==> src/rtl/cpu_pkg.sv <==
// cpu_pkg: shared types and constants for the CPU front end.
// Provides the fetch FSM state type, instruction width and PC increment.
package cpu_pkg;
   typedef enum logic [1:0] {IDLE, REQ, HOLD, DROP} ifetch_state_t;
   localparam int INST_W = 32;
   localparam int PC_INC = 4;
endpackage

==> src/rtl/ifetch_perf.sv <==
// ifetch_perf: fetch performance counters, all wrapping at 2^32.
// Ports: clk, reset_n (sync, active-low); fetch/stall/flush event strobes;
//        fetch_cnt/stall_cnt/flush_cnt running totals.
module ifetch_perf (
   input  logic        clk,
   input  logic        reset_n,
   input  logic        fetch,
   input  logic        stall,
   input  logic        flush,
   output logic [31:0] fetch_cnt,
   output logic [31:0] stall_cnt,
   output logic [31:0] flush_cnt
);
   always_ff @(posedge clk) begin
      if (!reset_n) begin
         fetch_cnt <= '0;
         stall_cnt <= '0;
         flush_cnt <= '0;
      end else begin
         fetch_cnt <= fetch_cnt + 32'(fetch);
         stall_cnt <= stall_cnt + 32'(stall);
         flush_cnt <= flush_cnt + 32'(flush);
      end
   end
endmodule

==> src/rtl/inst_fetch.sv <==
// inst_fetch: program counter, instruction-memory read requests and decode handoff.
// Ports: clk, reset_n (sync, active-low);
//        imem_req/imem_addr/imem_ack/imem_rdata instruction-memory read port;
//        inst/inst_pc/inst_valid/inst_ready decode handshake;
//        br_taken/br_target redirect from branch resolution;
//        fetch_cnt/stall_cnt/flush_cnt perf counters, live only when
//        IFETCH_PERF_CNT_EN is defined, otherwise tied to 0.
module inst_fetch
   import cpu_pkg::*;
#(
   parameter int                ADDR_W   = 64,
   parameter logic [ADDR_W-1:0] RESET_PC = '0
) (
   input  logic              clk,
   input  logic              reset_n,
   output logic              imem_req,
   output logic [ADDR_W-1:0] imem_addr,
   input  logic              imem_ack,
   input  logic [INST_W-1:0] imem_rdata,
   output logic [INST_W-1:0] inst,
   output logic [ADDR_W-1:0] inst_pc,
   output logic              inst_valid,
   input  logic              inst_ready,
   input  logic              br_taken,
   input  logic [ADDR_W-1:0] br_target,
   output logic [31:0]       fetch_cnt,
   output logic [31:0]       stall_cnt,
   output logic [31:0]       flush_cnt
);
   ifetch_state_t     state, state_nx;
   logic [ADDR_W-1:0] pc, pc_nx, addr_nx, inst_pc_nx, tgt;
   logic [INST_W-1:0] inst_nx;
   logic              valid_nx;

   assign tgt      = br_target & ~ADDR_W'(2'b11);
   assign imem_req = (state == REQ) || (state == DROP);

   always_ff @(posedge clk) begin
      if (!reset_n) begin
         state      <= IDLE;
         pc         <= RESET_PC;
         imem_addr  <= RESET_PC;
         inst       <= '0;
         inst_pc    <= '0;
         inst_valid <= 1'b0;
      end else begin
         state      <= state_nx;
         pc         <= pc_nx;
         imem_addr  <= addr_nx;
         inst       <= inst_nx;
         inst_pc    <= inst_pc_nx;
         inst_valid <= valid_nx;
      end
   end

   always_comb begin
      state_nx   = state;
      pc_nx      = pc;
      inst_nx    = inst;
      inst_pc_nx = inst_pc;
      valid_nx   = inst_valid;
      case (state)
         IDLE: state_nx = REQ;
         REQ: begin
            // A redirect kills this fetch; if its ack already arrived the
            // memory is free, otherwise wait out the exposed request in DROP.
            if (br_taken)
               state_nx = imem_ack ? REQ : DROP;
            else if (imem_ack) begin
               state_nx   = HOLD;
               inst_nx    = imem_rdata;
               inst_pc_nx = pc;
               valid_nx   = 1'b1;
               pc_nx      = pc + ADDR_W'(PC_INC);
            end
         end
         HOLD: begin
            if (br_taken || inst_ready) begin
               state_nx = REQ;
               valid_nx = 1'b0;
            end
         end
         DROP: if (imem_ack) state_nx = REQ;
      endcase
      if (br_taken) pc_nx = tgt;
      // The address register only tracks pc when a fresh request starts, so
      // DROP keeps presenting the abandoned address until its ack.
      addr_nx = (state_nx == REQ) ? pc_nx : imem_addr;
   end

`ifdef IFETCH_PERF_CNT_EN
   ifetch_perf u_perf (
      .clk       (clk),
      .reset_n   (reset_n),
      .fetch     (inst_valid & inst_ready & ~br_taken),
      .stall     (inst_valid & ~inst_ready),
      .flush     (br_taken),
      .fetch_cnt (fetch_cnt),
      .stall_cnt (stall_cnt),
      .flush_cnt (flush_cnt)
   );
`else
   assign fetch_cnt = '0;
   assign stall_cnt = '0;
   assign flush_cnt = '0;
`endif
endmodule

==> config.mk <==
export PLATFORM = sky130hd
export DESIGN_NAME = inst_fetch
export DESIGN_NICKNAME = d
export VERILOG_FILES = /design/src/rtl/cpu_pkg.sv /design/src/rtl/ifetch_perf.sv /design/src/rtl/inst_fetch.sv
export SDC_FILE = /design/constraint.sdc
export NUM_CORES = 1
export LEC_CHECK = 0
export CAP_MARGIN = 25
export CORE_AREA = 2 2 163 165
export CTS_CLUSTER_SIZE = 28
export DETAILED_ROUTE_END_ITERATION = 7
export DIE_AREA = 0 0 165 167
export PLACE_DENSITY = 0.87
export SKIP_CTS_REPAIR_TIMING = 1
export SYNTH_ARGS = -nofsm -noshare
export SYNTH_HDL_FRONTEND = slang
export SYNTH_SLANG_ARGS = --single-unit
==> constraint.sdc <==
create_clock -name clk -period 2 [get_ports clk]
set_input_delay 0.2 -clock clk [delete_from_list [all_inputs] [get_ports clk]]
set_output_delay 0.2 -clock clk [all_outputs]
set_load 0.02 [all_outputs]
* After elaboration in Yosys (flattened, before gate mapping) *
Cells that the tools add are included.

word-level totals
  register bits = 227
  input port bits = 101
  output and inout port bits = 258
  logic and storage cells = 34

cells by class
  $add $sub $neg = 1
  equality and inequality tests = 7
  multiplexer cells = 13
  bitwise operators = 1
  reduce and logical (&&, ||, !) cells = 6

operators with widths
  cell                                                             number
  64-bit 2-to-1 mux                                                3
  64-bit by 3-bit adder with 64-bit output, second input constant  1
  2-bit 2-to-1 mux                                                 5
  2-bit case mux with 4 select lines                               1
  2-bit inequality test, second input constant                     3
  2-bit by 1-bit == test with 1-bit output, second input constant  2
  2-bit == test, second input constant                             2
  4-bit AND reduction                                              1
  1-bit 2-to-1 mux                                                 3
  3-bit AND reduction                                              1
  2-bit logical NOT                                                1
  1-bit logical OR                                                 2
  1-bit case mux with 2 select lines                               1
  2-bit nonzero test                                               1
  1-bit NOT                                                        1

* Logic depth before layout (Yosys ltp) *
  word-level depth = 4
  mapped depth = 9

* Least setup slack after synthesis *
OpenSTA, ideal clock, no wires.

  path kind = flip-flop to flip-flop
  start point = register pc[2]
  end point = register imem_addr[50]
  setup time = 0.125 ns
  arrival time = 1.985 ns
  data required time = 1.875 ns
  path slack = -0.110 ns
  stages on the path, launching flop included = 8
  clock period less this slack = 2.110 ns
  cells stage by stage = dfxtp_1 > ha_1 > and4b_1 > nand4_4 > nor4_4 > a41oi_1 > o31ai_1 > o21ai_1

on the way
  cells in the longest elaborated chain, start to end = 4

ends and longest elaborated chain
  item                                      RTL line          RTL
  start: declaration                        inst_fetch.sv:31  logic [ADDR_W-1:0] pc, pc_nx, addr_nx, inst_pc_nx, tgt;
  start signal: assignment                  inst_fetch.sv:48  pc <= pc_nx;
  64-bit by 3-bit adder with 64-bit output  inst_fetch.sv:74  pc_nx = pc + ADDR_W'(PC_INC);
  64-bit 2-to-1 mux                         inst_fetch.sv:69  else if (imem_ack) begin
  64-bit 2-to-1 mux                         inst_fetch.sv:62  case (state)
  64-bit 2-to-1 mux                         inst_fetch.sv:85  if (br_taken) pc_nx = tgt;
  end signal: assignment                    inst_fetch.sv:49  imem_addr <= addr_nx;
  end: declaration                          inst_fetch.sv:17  output logic [ADDR_W-1:0] imem_addr,

Every way passes these cells.
A chain may end at the register's enable or synchronous reset.

* Worst setup path after layout *
  start point = register pc[30]
  end point = register imem_addr[50]

Same word-level chain as after synthesis.

==> results.sh <==
export IMPL_grt_overflow=0
export IMPL_die_w_um=165
export IMPL_fp_coreArea_um2=25800
export IMPL_outcome="finished, violations left"
export IMPL_clk_pin_slew_ns=0.06
export IMPL_r2r_start="pc[30]"
export IMPL_ir_drop_mv=0.464
export IMPL_post_place_ws_ns=-0.355
export IMPL_area_growth_pct=44.4
export IMPL_worst_slack_ns=-0.00562
export IMPL_async_flop_share_pct=0
export IMPL_cp_start_kind="register"
export IMPL_placementRows=59
export IMPL_violations="negative setup slack"
export IMPL_pwr_share_seq_pct=43.5
export IMPL_grt_pass1_wl_mm=53.6
export IMPL_antenna_left=0
export IMPL_grt_usage_pct=24.2
export IMPL_synth_xor_area_share_pct=3.77
export IMPL_clk_path_buf_depth=3
export IMPL_syn_inst=1280
export IMPL_via_per_inst=5.36
export IMPL_synth_area_leaders="dfxtp_1 (43%), nand2_1 (9.8%), buf_4 (6.9%)"
export IMPL_max_slew_margin_rel_pct=65.5
export IMPL_tritoncts="yes"
export IMPL_worstPathCellList="and4_2, nand4_4, nor4_4, buf_4, a41oi_1, o31ai_1, buf_4, o21ai_1"
export IMPL_fin_setup_tns_ns=-0.00622
export IMPL_min_from="reset_n"
export IMPL_ys_seq_elements=227
export IMPL_yosysWarnings=0
export IMPL_p_leak_nw=5.86
export IMPL_numCtsBuffers=25
export IMPL_crit_fanout=4
export IMPL_end_kind="register"
export IMPL_finalMaxSlewViolations=0
export IMPL_grt_pass1_vias=10100
export IMPL_ioPinCount=359
export IMPL_finalHoldViolCount=0
export IMPL_clock_skew_ns=0.0204
export IMPL_crit_arrival_ns=2.40
export IMPL_synth_top_family_by_area="simple AND/OR/NAND/NOR gates"
export IMPL_cp_data_required_time_ns=2.40
export IMPL_rsz0062_at_grt="yes"
export IMPL_worst_slew_pin_slew_ns=0.517
export IMPL_max_freq_mhz=499
export IMPL_switching_power_mw=3.20
export IMPL_drt_first_pass_iters=7
export IMPL_drc=0
export IMPL_total_power_mw=11.4
export IMPL_final_cell_count_no_fill=1979
export IMPL_synthAdderAreaFrac_pct=0.120
export IMPL_power_density_nw_per_um2=752
export IMPL_max_stage_delay_ns=0.38
export IMPL_hold_class="input port to register"
export IMPL_finalCriticalPeriod_ns=2.01
export IMPL_vias=10600
export IMPL_setup_viol=2
export IMPL_die_area_um2=27600
export IMPL_start_util_pct=40.6
export IMPL_p_sw_share_pct=28.2
export IMPL_synth_top_cell_by_area="dfxtp_1"
export IMPL_synth_area_per_cell_um2=8.17
export IMPL_synth_cell_types=76
export IMPL_crit_type="register to register"
export IMPL_place_inst=1924
export IMPL_antenna_found_initial=3
export IMPL_startpoint="pc[30]"
export IMPL_p_int_mw=8.16
export IMPL_yosys_area_share_simple_pct=25.6
export IMPL_synth_area_um2=10500
export IMPL_drv_cap=0
export IMPL_comb_power_share_pct=17.2
export IMPL_routedWlPerCell_um=18.0
export IMPL_cpMostUsedCell="buf_4"
export IMPL_grt_max_degree=63
export IMPL_dp_final_hpwl_mm=25.5
export IMPL_synth_compound_area_share_pct=15.0
export IMPL_slowest_stage="dfxtp_1"
export IMPL_cts_sinks=227
export IMPL_wl_mm=35.6
export IMPL_insertion_delay_ns=0.52
export IMPL_synthMuxAreaShare_pct=1.17
export IMPL_yosysTopAreaCellShare_pct=43.4
export IMPL_drtIter0Drc=906
export IMPL_synthFlopType="dfxtp_1"
export IMPL_port_buffers=260
export IMPL_drive_gt1_share_pct=17.6
export IMPL_die_y_um=167
export IMPL_gp_congestion=0.905
export IMPL_ys_seq_area_share_pct=43.4
export IMPL_finalCritPeriodShare_pct=100
export IMPL_nNetsFinal=1725
export IMPL_clock_root_buffer="clkbuf_16"
export IMPL_final_core_util_pct=58.7
export IMPL_synth_edff_count=0
export IMPL_h_tree_depth=1
export IMPL_clock_power_share_pct=39.3
[synth_stat cells, types with 4 or more instances]
library cell and n:
buf_2 4, nor4_1 14, buf_6 6, o22a_1 7, nand3_1 48, and2_1 15
dfxtp_1 227, nor2_1 60, nand2_1 273, or3_1 5, o211ai_1 4, xor2_1 21
o31ai_1 11, xnor2_1 24, a211oi_1 9, buf_1 14, and2_2 4, clkbuf_1 58
mux2i_1 10, o21ai_0 53, nor3_1 14, a21o_1 6, and4_1 10, nand4_1 25
a21oi_1 141, nand2b_1 9, buf_4 96, inv_1 5, nand4_2 4, and3_1 22
a31oi_1 10
[logic make-up (layout without fill, tap and decap cells)]
family,count (synthesis),count (layout)
mux,12,12
other cells,1,99
simple gates,538,538
flops,227,227
fa+ha+maj,1,1
buf+inv,187,453
compound gates,269,269
xor+xnor,45,45
[critical path, delay by kind of cell, from the launching register on]
family | cells | cell delay, ns
AND/OR/NAND/NOR | 3 | 0.71
AO/OA/AOI/OAI | 3 | 0.43
flip-flops | 1 | 0.38
buffers and inverters | 2 | 0.35
[power by group through the flow]
stage	registers, mW	logic [mW]	clock network, mW
global route	4.96	2.08	4.68
detailed placement	5.03	1.88	0
floorplan	5.21	0.887	0
CTS	4.93	1.89	4.51
global placement	5.02	1.85	0
finish	4.94	1.95	4.46
[layout by cell type (no fill, tap or decap), types with 6 or more instances in the layout]
| cell | Yosys | layout |
|---|---|---|
| nand2_1 | 273 | 270 |
| clkdlybuf4s50_1 | 0 | 258 |
| dfxtp_1 | 227 | 217 |
| a21oi_1 | 141 | 139 |
| buf_4 | 96 | 128 |
| conb_1 | 1 | 96 |
| nor2_1 | 60 | 58 |
| o21ai_0 | 53 | 49 |
| nand3_1 | 48 | 44 |
| nand4_1 | 25 | 25 |
| clkbuf_16 | 0 | 25 |
| xnor2_1 | 24 | 22 |
| xor2_1 | 21 | 20 |
| and3_1 | 22 | 19 |
| and2_1 | 15 | 14 |
| nor3_1 | 14 | 10 |
| a31oi_1 | 10 | 10 |
| dfxtp_2 | 0 | 10 |
| o31ai_1 | 11 | 9 |
| nand2b_1 | 9 | 9 |
| buf_12 | 0 | 9 |
| mux2i_1 | 10 | 8 |
| nor4_4 | 3 | 8 |
| a211oi_2 | 2 | 8 |
| o22a_1 | 7 | 7 |
| and4_4 | 0 | 6 |
| nor4_2 | 2 | 6 |
| a21o_1 | 6 | 6 |
| and4_1 | 10 | 6 |
| clkinv_2 | 0 | 6 |
[final timing paths]
check,to,slack (ns),cells past startpoint
worst max register to register,imem_addr[50],-0.006,8
worst max-delay path,imem_addr[50],-0.006,8
worst min register to register,inst_pc[30],0.45,2
worst min-delay path,imem_addr[61],0.13,3
[final cells by class]
| class | instances | area (um^2) |
|---|---|---|
| diodes | 3 | 7.51 |
| flip-flops and latches | 227 | 4560 |
| fillers | 2148 | 10700 |
| multi-input cells | 961 | 5520 |
| well taps | 335 | 419 |
| clock buffers | 31 | 678 |
| inverters | 6 | 25.0 |
| clock inverters | 14 | 116 |
| repair buffers | 402 | 3790 |
[through the flow]
| stage | instance area, um^2 | hold slack (ns) |
|---|---|---|
| after floorplan | 10800 | 0.336 |
| after global placement | 13900 | 0.436 |
| after global routing | 15100 | 0.152 |
| after CTS | 14700 | 0.106 |
| after detailed placement | 13900 | 0.445 |
| final | 15100 | 0.131 |
[metal layers]
| layer | global-route usage (%) | vias up | part of all wire, % |
|---|---|---|---|
| met5 | 0 | - | 0 |
| met4 | 9.98 | 0 | 3.0 |
| met3 | 4.91 | 80 | 8.9 |
| met2 | 40.4 | 571 | 49 |
| met1 | 30.2 | 5044 | 39 |
| li1 | - | 4910 | - |
[sequential cells by signal (all words and copies together) (netlist names)]
signal      cells
imem_addr      64
inst_pc        64
pc             64
inst           32
state           2
inst_valid      1
(Power assumes the default switching activity.)
